==> src/rtl/i2c_target_regs_pkg.sv <==
// Shared types and bus constants for the I2C register target.
package i2c_pkg;

  typedef enum logic [3:0] {
    IDLE,
    ADDR,
    ADDR_ACK,
    PTR,
    PTR_ACK,
    WDATA,
    WDATA_ACK,
    RDATA,
    RD_ACK,
    WAIT_STOP
  } i2c_tgt_state_t;

  localparam logic I2C_ACK     = 1'b0;
  localparam logic I2C_NACK    = 1'b1;
  localparam logic I2C_RW_READ = 1'b1;

endpackage

==> src/rtl/i2c_target_regs_if.sv <==
// Local register-access port: the I2C target is the master of this bus.
interface i2c_target_regs_if;
  logic [7:0] reg_addr;
  logic [7:0] reg_wdata;
  logic       reg_we;
  logic       reg_re;
  logic [7:0] reg_rdata;

  modport master (output reg_addr, reg_wdata, reg_we, reg_re, input reg_rdata);
  modport slave  (input reg_addr, reg_wdata, reg_we, reg_re, output reg_rdata);
endinterface

==> src/rtl/i2c_line_filter.sv <==
// Two-flop synchroniser plus run-length glitch filter with edge pulses
// aligned to the cycle the filtered value changes.
module i2c_line_filter #(
  parameter int unsigned FILTER_LEN = 3
) (
  input  logic clk,
  input  logic rstn,
  input  logic line_i,
  output logic filt_o,
  output logic rise_o,
  output logic fall_o
);

  logic       sync1_q, sync2_q, filt_q, filt_d;
  logic       rise_q, rise_d, fall_q, fall_d;
  logic [2:0] cnt_q, cnt_d;

  // cnt_q counts consecutive samples disagreeing with the filtered value
  always_comb begin
    filt_d = filt_q;
    cnt_d  = 3'd0;
    rise_d = 1'b0;
    fall_d = 1'b0;
    if (sync2_q != filt_q) begin
      if (cnt_q == 3'(FILTER_LEN - 1)) begin
        filt_d = sync2_q;
        rise_d = sync2_q;
        fall_d = !sync2_q;
      end else begin
        cnt_d = cnt_q + 3'd1;
      end
    end
  end

  always_ff @(posedge clk or negedge rstn) begin
    if (!rstn) begin
      sync1_q <= 1'b1;
      sync2_q <= 1'b1;
      filt_q  <= 1'b1;
      cnt_q   <= 3'd0;
      rise_q  <= 1'b0;
      fall_q  <= 1'b0;
    end else begin
      sync1_q <= line_i;
      sync2_q <= sync1_q;
      filt_q  <= filt_d;
      cnt_q   <= cnt_d;
      rise_q  <= rise_d;
      fall_q  <= fall_d;
    end
  end

  assign filt_o = filt_q;
  assign rise_o = rise_q;
  assign fall_o = fall_q;

endmodule

==> src/rtl/i2c_target_regs.sv <==
// I2C target with an auto-incrementing 8-bit pointer into a 256-byte
// register space; SDA is driven open-drain through iic_sda_t.
module i2c_target_regs
  import i2c_pkg::*;
#(
  parameter logic [6:0]  I2C_ADDR   = 7'h50,
  parameter int unsigned FILTER_LEN = 3
) (
  input  logic              clk,
  input  logic              rstn,
  input  logic              iic_scl_i,
  input  logic              iic_sda_i,
  output logic              iic_sda_o,
  output logic              iic_sda_t,
  output logic              busy,
  i2c_target_regs_if.master rif
);

  logic scl_f, scl_rise, scl_fall, sda_f, sda_rise, sda_fall;

  i2c_line_filter #(.FILTER_LEN(FILTER_LEN)) u_scl_filt (
    .clk(clk), .rstn(rstn), .line_i(iic_scl_i),
    .filt_o(scl_f), .rise_o(scl_rise), .fall_o(scl_fall)
  );

  i2c_line_filter #(.FILTER_LEN(FILTER_LEN)) u_sda_filt (
    .clk(clk), .rstn(rstn), .line_i(iic_sda_i),
    .filt_o(sda_f), .rise_o(sda_rise), .fall_o(sda_fall)
  );

  i2c_tgt_state_t state_q, state_d;
  logic [2:0] bit_cnt_q, bit_cnt_d;
  logic [7:0] shift_q, shift_d, ptr_q, ptr_d, wdata_q, wdata_d;
  logic       we_q, we_d, re_q, re_d, cap_q;
  logic       ack_on_q, ack_on_d, rw_q, rw_d, sda_t_q, sda_t_d, busy_q, busy_d;
  logic       start_c, stop_c, last_bit, addr_match, rd_mode;
  logic [7:0] byte_c;

  assign start_c    = sda_fall && scl_f;
  assign stop_c     = sda_rise && scl_f;
  assign last_bit   = (bit_cnt_q == 3'd0);
  assign byte_c     = {shift_q[6:0], sda_f};
  assign addr_match = (byte_c[7:1] == I2C_ADDR);
  assign rd_mode    = (rw_q == I2C_RW_READ);

  always_ff @(posedge clk or negedge rstn) begin
    if (!rstn) state_q <= IDLE;
    else       state_q <= state_d;
  end

  always_comb begin
    state_d = state_q;
    if (start_c) begin
      state_d = ADDR;
    end else if (stop_c) begin
      state_d = IDLE;
    end else begin
      case (state_q)
        ADDR:      if (scl_rise && last_bit) state_d = addr_match ? ADDR_ACK : WAIT_STOP;
        ADDR_ACK:  if (scl_fall && ack_on_q) state_d = rd_mode ? RDATA : PTR;
        PTR:       if (scl_rise && last_bit) state_d = PTR_ACK;
        PTR_ACK:   if (scl_fall && ack_on_q) state_d = WDATA;
        WDATA:     if (scl_rise && last_bit) state_d = WDATA_ACK;
        WDATA_ACK: if (scl_fall && ack_on_q) state_d = WDATA;
        RDATA:     if (scl_fall && last_bit) state_d = RD_ACK;
        RD_ACK: begin
          if (scl_rise && !ack_on_q && sda_f == I2C_NACK) state_d = WAIT_STOP;
          else if (scl_fall && ack_on_q)                  state_d = RDATA;
        end
        default: ;
      endcase
    end
  end

  // ack_on_q marks that the ACK slot proper has begun (first fall seen)
  always_comb begin
    bit_cnt_d = bit_cnt_q;
    shift_d   = cap_q ? rif.reg_rdata : shift_q;
    ptr_d     = we_q ? ptr_q + 8'd1 : ptr_q;
    wdata_d   = wdata_q;
    we_d      = 1'b0;
    re_d      = 1'b0;
    ack_on_d  = ack_on_q;
    rw_d      = rw_q;
    sda_t_d   = sda_t_q;
    busy_d    = busy_q;
    if (start_c) begin
      bit_cnt_d = 3'd7;
      sda_t_d   = 1'b1;
      ack_on_d  = 1'b0;
    end else if (stop_c) begin
      sda_t_d  = 1'b1;
      ack_on_d = 1'b0;
      busy_d   = 1'b0;
    end else begin
      case (state_q)
        ADDR, PTR, WDATA: begin
          if (scl_rise) begin
            shift_d   = byte_c;
            bit_cnt_d = bit_cnt_q - 3'd1;
            if (last_bit) begin
              ack_on_d = 1'b0;
              if (state_q == ADDR) begin
                rw_d   = sda_f;
                busy_d = addr_match;
              end
              if (state_q == PTR) ptr_d = byte_c;
              if (state_q == WDATA) begin
                we_d    = 1'b1;
                wdata_d = byte_c;
              end
            end
          end
        end
        ADDR_ACK, PTR_ACK, WDATA_ACK: begin
          if (scl_fall && !ack_on_q) begin
            sda_t_d  = I2C_ACK;
            ack_on_d = 1'b1;
          end else if (scl_fall) begin
            ack_on_d  = 1'b0;
            bit_cnt_d = 3'd7;
            sda_t_d   = (state_q == ADDR_ACK && rd_mode) ? shift_q[7] : 1'b1;
          end
          if (scl_rise && ack_on_q && state_q == ADDR_ACK && rd_mode) re_d = 1'b1;
        end
        RDATA: begin
          if (scl_fall && last_bit) begin
            sda_t_d = 1'b1;
            ptr_d   = ptr_q + 8'd1;
          end else if (scl_fall) begin
            sda_t_d   = shift_q[6];
            shift_d   = {shift_q[6:0], 1'b1};
            bit_cnt_d = bit_cnt_q - 3'd1;
          end
        end
        RD_ACK: begin
          if (scl_rise && !ack_on_q && sda_f == I2C_ACK) begin
            re_d     = 1'b1;
            ack_on_d = 1'b1;
          end else if (scl_fall && ack_on_q) begin
            sda_t_d   = shift_q[7];
            ack_on_d  = 1'b0;
            bit_cnt_d = 3'd7;
          end
        end
        default: sda_t_d = 1'b1;
      endcase
    end
  end

  always_ff @(posedge clk or negedge rstn) begin
    if (!rstn) begin
      bit_cnt_q <= 3'd7;
      ptr_q     <= 8'd0;
      wdata_q   <= 8'd0;
      we_q      <= 1'b0;
      re_q      <= 1'b0;
      cap_q     <= 1'b0;
      ack_on_q  <= 1'b0;
      rw_q      <= 1'b0;
      sda_t_q   <= 1'b1;
      busy_q    <= 1'b0;
    end else begin
      bit_cnt_q <= bit_cnt_d;
      ptr_q     <= ptr_d;
      wdata_q   <= wdata_d;
      we_q      <= we_d;
      re_q      <= re_d;
      cap_q     <= re_q;
      ack_on_q  <= ack_on_d;
      rw_q      <= rw_d;
      sda_t_q   <= sda_t_d;
      busy_q    <= busy_d;
    end
  end

  always_ff @(posedge clk) begin
    shift_q <= shift_d;
  end

  assign iic_sda_o     = 1'b0;
  assign iic_sda_t     = sda_t_q;
  assign busy          = busy_q;
  assign rif.reg_addr  = ptr_q;
  assign rif.reg_wdata = wdata_q;
  assign rif.reg_we    = we_q;
  assign rif.reg_re    = re_q;

endmodule
==> src/flat_wrapper.sv <==
// flat-port wrapper written by rule: the top's interface ports become plain ports
module i2c_target_regs_flat import i2c_pkg::*;
#(
  parameter logic [6:0]  I2C_ADDR   = 7'h50,
  parameter int unsigned FILTER_LEN = 3
)
  (clk, rstn, iic_scl_i, iic_sda_i, iic_sda_o, iic_sda_t, busy, rif_reg_addr, rif_reg_wdata, rif_reg_we, rif_reg_re, rif_reg_rdata);
  i2c_target_regs_if rif_i ();
  input  logic clk;
  input  logic rstn;
  input  logic iic_scl_i;
  input  logic iic_sda_i;
  output logic iic_sda_o;
  output logic iic_sda_t;
  output logic busy;
  output wire logic [$bits(rif_i.reg_addr)-1:0] rif_reg_addr;
  output wire logic [$bits(rif_i.reg_wdata)-1:0] rif_reg_wdata;
  output wire logic [$bits(rif_i.reg_we)-1:0] rif_reg_we;
  output wire logic [$bits(rif_i.reg_re)-1:0] rif_reg_re;
  input wire logic [$bits(rif_i.reg_rdata)-1:0] rif_reg_rdata;
  assign rif_reg_addr = rif_i.reg_addr;
  assign rif_reg_wdata = rif_i.reg_wdata;
  assign rif_reg_we = rif_i.reg_we;
  assign rif_reg_re = rif_i.reg_re;
  assign rif_i.reg_rdata = rif_reg_rdata;
  i2c_target_regs #(.I2C_ADDR(I2C_ADDR), .FILTER_LEN(FILTER_LEN)) u_core (.clk(clk), .rstn(rstn), .iic_scl_i(iic_scl_i), .iic_sda_i(iic_sda_i), .iic_sda_o(iic_sda_o), .iic_sda_t(iic_sda_t), .busy(busy), .rif(rif_i));
endmodule
==> config.mk <==
export PLATFORM = sky130hd
export DESIGN_NAME = i2c_target_regs_flat
export DESIGN_NICKNAME = d
export VERILOG_FILES = /design/src/rtl/i2c_target_regs_pkg.sv /design/src/rtl/i2c_target_regs_if.sv /design/src/rtl/i2c_line_filter.sv /design/src/rtl/i2c_target_regs.sv /design/src/flat_wrapper.sv
export SDC_FILE = /design/constraint.sdc
export NUM_CORES = 1
export LEC_CHECK = 0
export CAP_MARGIN = 25
export CORE_MARGIN = 3
export CORE_UTILIZATION = 55
export DETAILED_ROUTE_END_ITERATION = 10
export PLACE_DENSITY = 0.78
export SETUP_SLACK_MARGIN = 0.2
export SKIP_LAST_GASP = 1
export SLEW_MARGIN = 20
export SYNTH_ARGS = -nofsm -noshare
export SYNTH_HDL_FRONTEND = slang
export SYNTH_SLANG_ARGS = --single-unit
==> constraint.sdc <==
create_clock -name clk -period 2.08 [get_ports clk]
set_clock_uncertainty 0.05 [all_clocks]
set_input_delay 0.416 -clock clk [delete_from_list [all_inputs] [get_ports clk]]
set_output_delay 0.416 -clock clk [all_outputs]
set_load 0.1 [all_outputs]
==> metrics.cfg <==
[synthesis]
ys_seq_area_share_pct=43.9
synthDistinctLibCells=60
async_flop_share_pct=85.2
synth_top_area_share_pct=29.9
synth_fa_ha_area_share_pct=1.25
synth_xor_area_share_pct=4.65
ys_top_cells_by_area=dfrtp_1, dfstp_2, dfxtp_1
synthCells=310
syn_area_per_cell_um2=9.72
synth-seq-cells=54
synthMuxAreaShare_pct=8.47
ys_warn_count=0
yosysTopAreaCell=dfrtp_1
synth_flop_cell=dfrtp_1
syn_nets=325
syn_area_um2=3010
synth-compound-area-share_pct=16.3
synthSimpleGateAreaFrac_pct=21.2
synth_top_family_by_area=simple AND/OR/NAND/NOR gates
synth-edff-count=0

[sta]
final.setup.tns_ns=0
tightest_slew_ns=0.526
fin_crit_ns=1.92
fmax_ghz=0.521
fin_crit_sh_pct=92.3
hold_viol_final=0
rsz0062_at_grt=true
setup_viol=0
slew_headroom_pct=64.4
slew_viol_final=0
whs_ns=0.316

[grt]
antenna_found_initial=0
grt_pass1_vias=2469
grt_pass1_wl_mm=12.1
grt_use_total_pct=24.1
grt_max_degree=33
grt.overflow.total=0

[setup_path]
ff2ff_path_depth=7
crit_arrival_ns=2.10
critPathMaxFanout=4
path_class=reg2reg
critPathMaxStageDelay_ns=0.56
critical_path.slowest_cell=dfstp_2
endpoint_kind=flop
start_kind=flop
critical_path.cell_chain=inv_4, ha_4, nor2b_2, a221oi_2, o221ai_2, and2_4, a221oi_2
crit_path_frequent_cell=a221oi_2
r2r_slack_ns=0.16
crit_path_start=u_core.bit_cnt_q[0]$_DFFE_PN1P_
cp_data_required_time_ns=2.26
r2r_start=u_core.bit_cnt_q[0]$_DFFE_PN1P_
r2r_end=u_core.bit_cnt_q[2]$_DFFE_PN1P_

[power_and_ir_drop]
power_density_nw_per_um2=900
irDropWorstVdd_mv=0.639
p_leak_nw=1.58
finalPower_mw=3.42

[floorplanning]
core-area_um2=5200
start_util_pct=57.9
die-area_um2=6400
num_io_pins=33
fp.dieW_um=80.0
fp-row-count=26
dieHeight_um=80.0

[route]
routed_wl_mm=7.60
drtIter0Drc=281
ant_nets=0
drc=0
via_per_inst=6.22
dr_total_vias=2655
routedWlPerCell_um=17.8
drt_pass1_iterations=5

[finish]
fin_cells=427
syn2layout_area_growth_pct=26.2
antenna_cells=0
nets=371
drive_above_1_share_pct=31.1

[worst_hold_path]
worstHoldStart=u_core.u_scl_filt.sync1_q$_DFF_PN1_
hold_depth=0
min_path_type=reg2reg
hold_end=u_core.u_scl_filt.sync2_q$_DFF_PN1_

[place]
port_buffers=31
dp_hpwl_mm=5.23
dp.cells=411
place_congestion=0.996

[clock_network]
cts_max_level=2
clockBufferDepth=2
cts-buffers-inserted=5
clock-sinks=54
clk_latency_ns=0.31
root_buffer=clkbuf_8
cts_tree=done
path_clk_slew_ns=0.10

[outcome]
status=complete, no violations

[flow_run]
cap_viol_max_count=0

[cells by family after synthesis]
| logic type | after synthesis |
|---|---|
| other cells | 1 |
| fa+ha+maj | 3 |
| mux | 24 |
| flops | 54 |
| xor+xnor | 16 |
| compound gates | 71 |
| buf+inv | 26 |
| simple gates | 115 |
[layout make-up]
| cell class | count | area (µm²) |
|---|---|---|
| timing repair buffer | 58 | 556 |
| clock buffer | 5 | 68.8 |
| multi-input combinational | 230 | 1680 |
| tap | 70 | 87.6 |
| sequential | 54 | 1340 |
| inverter | 7 | 31.3 |
| fill | 383 | 1400 |
| clock inverter | 3 | 43.8 |
[report_power, final]
part           internal, mW  leakage [nW]  switching (mW)
Combinational         0.529         0.870           0.669
Sequential             1.25         0.647           0.263
Clock                 0.361        0.0585           0.352
[worst max path at each step]
stage,cells after the start,to
2_1_floorplan,5,u_core.rif.reg_addr[6]$_DFF_PN0_
3_3_place_gp,7,u_core.bit_cnt_q[2]$_DFFE_PN1P_
5_1_grt,7,u_core.bit_cnt_q[2]$_DFFE_PN1P_
6_report,7,u_core.bit_cnt_q[2]$_DFFE_PN1P_
3_5_place_dp,7,u_core.bit_cnt_q[2]$_DFFE_PN1P_
4_1_cts,7,u_core.bit_cnt_q[2]$_DFFE_PN1P_
[Yosys cell counts (all sizes together), types with 2 or more instances]
| cell | count |
|---|---|
| a21oi | 10 |
| dfrtp | 36 |
| dfstp | 10 |
| o21a | 4 |
| and2 | 3 |
| nand2 | 28 |
| mux2i | 12 |
| o22ai | 6 |
| clkbuf | 5 |
| dfxtp | 8 |
| a22oi | 8 |
| nor4 | 2 |
| nor2 | 25 |
| and3 | 4 |
| nor4b | 3 |
| o211ai | 6 |
| o221ai | 3 |
| buf | 14 |
| and4b | 3 |
| o21ai | 20 |
| nor3b | 6 |
| ha | 3 |
| nand3 | 10 |
| mux2 | 12 |
| xor2 | 10 |
| a221oi | 2 |
| nor3 | 4 |
| nand3b | 3 |
| a31oi | 3 |
| nand2b | 7 |
| inv | 7 |
| xnor2 | 6 |
| nor2b | 7 |
| nand4 | 5 |
[metal layers]
| metal | wire length, µm | vias to the layer above | part of all wire (%) | GRT usage [%] |
|---|---|---|---|---|
| met1 | 3270 | 1277 | 43 | 34.4 |
| met3 | 566 | 22 | 7.5 | 3.27 |
| li1 | - | 1210 | - | - |
| met4 | 215 | 0 | 2.8 | 8.11 |
| met2 | 3540 | 146 | 47 | 37.7 |
| met5 | 0 | - | 0 | 0 |
[flip-flops by register name, indices dropped and copies added (netlist names), 3 cells and up]
signal                   cells
u_core.rif.reg_addr          8
u_core.rif.reg_wdata         8
u_core.shift_q               8
u_core.state_q               4
u_core.bit_cnt_q             3
u_core.u_scl_filt.cnt_q      3
u_core.u_sda_filt.cnt_q      3
[timing repair]
action,4_1_cts,5_1_grt
resized for setup,6,31
setup buffers,3,4
pin swaps,2,6
endpoints found under the hold margin,12,0
endpoints found under the setup margin,23,32
hold buffers,1,0
[worst max-delay path, delay by kind of cell (launching register included)]
| kind | cells | cell delay (ns) |
|---|---|---|
| AO/OA/AOI/OAI | 3 | 0.66 |
| buffers and inverters | 1 | 0.05 |
| AND/OR/NAND/NOR | 2 | 0.36 |
| flip-flops | 1 | 0.56 |
| adder cells (fa/ha/maj) | 1 | 0.16 |
[placed cells by master, fill, tap and decap left out, types with 7 or more instances in the layout]
cell type        Yosys  routed
a21oi_1              9       9
a22oi_1              8       8
buf_12               0       7
buf_4                2      36
clkdlybuf4s50_1      0      10
dfrtp_1             36      28
dfrtp_2              0       7
dfstp_2             10      10
dfxtp_1              8       8
mux2_4               0       8
mux2i_1             12      12
nand2_1             28      27
nand3_1             10      10
nor2_1              24      22
o21ai_0              7       7
o21ai_1             13      10
xor2_1              10      10
[through the flow]
step,setup slack [ns],utilization (%),area (µm²)
floorplan,0.201,-,3020
global placement,0.139,67.2,3500
detailed placement,0.0717,67.2,3500
CTS,0.150,70.4,3660
global route,0.143,73.1,3800
finish,0.160,73.1,3800
(Power assumes the default switching activity.)
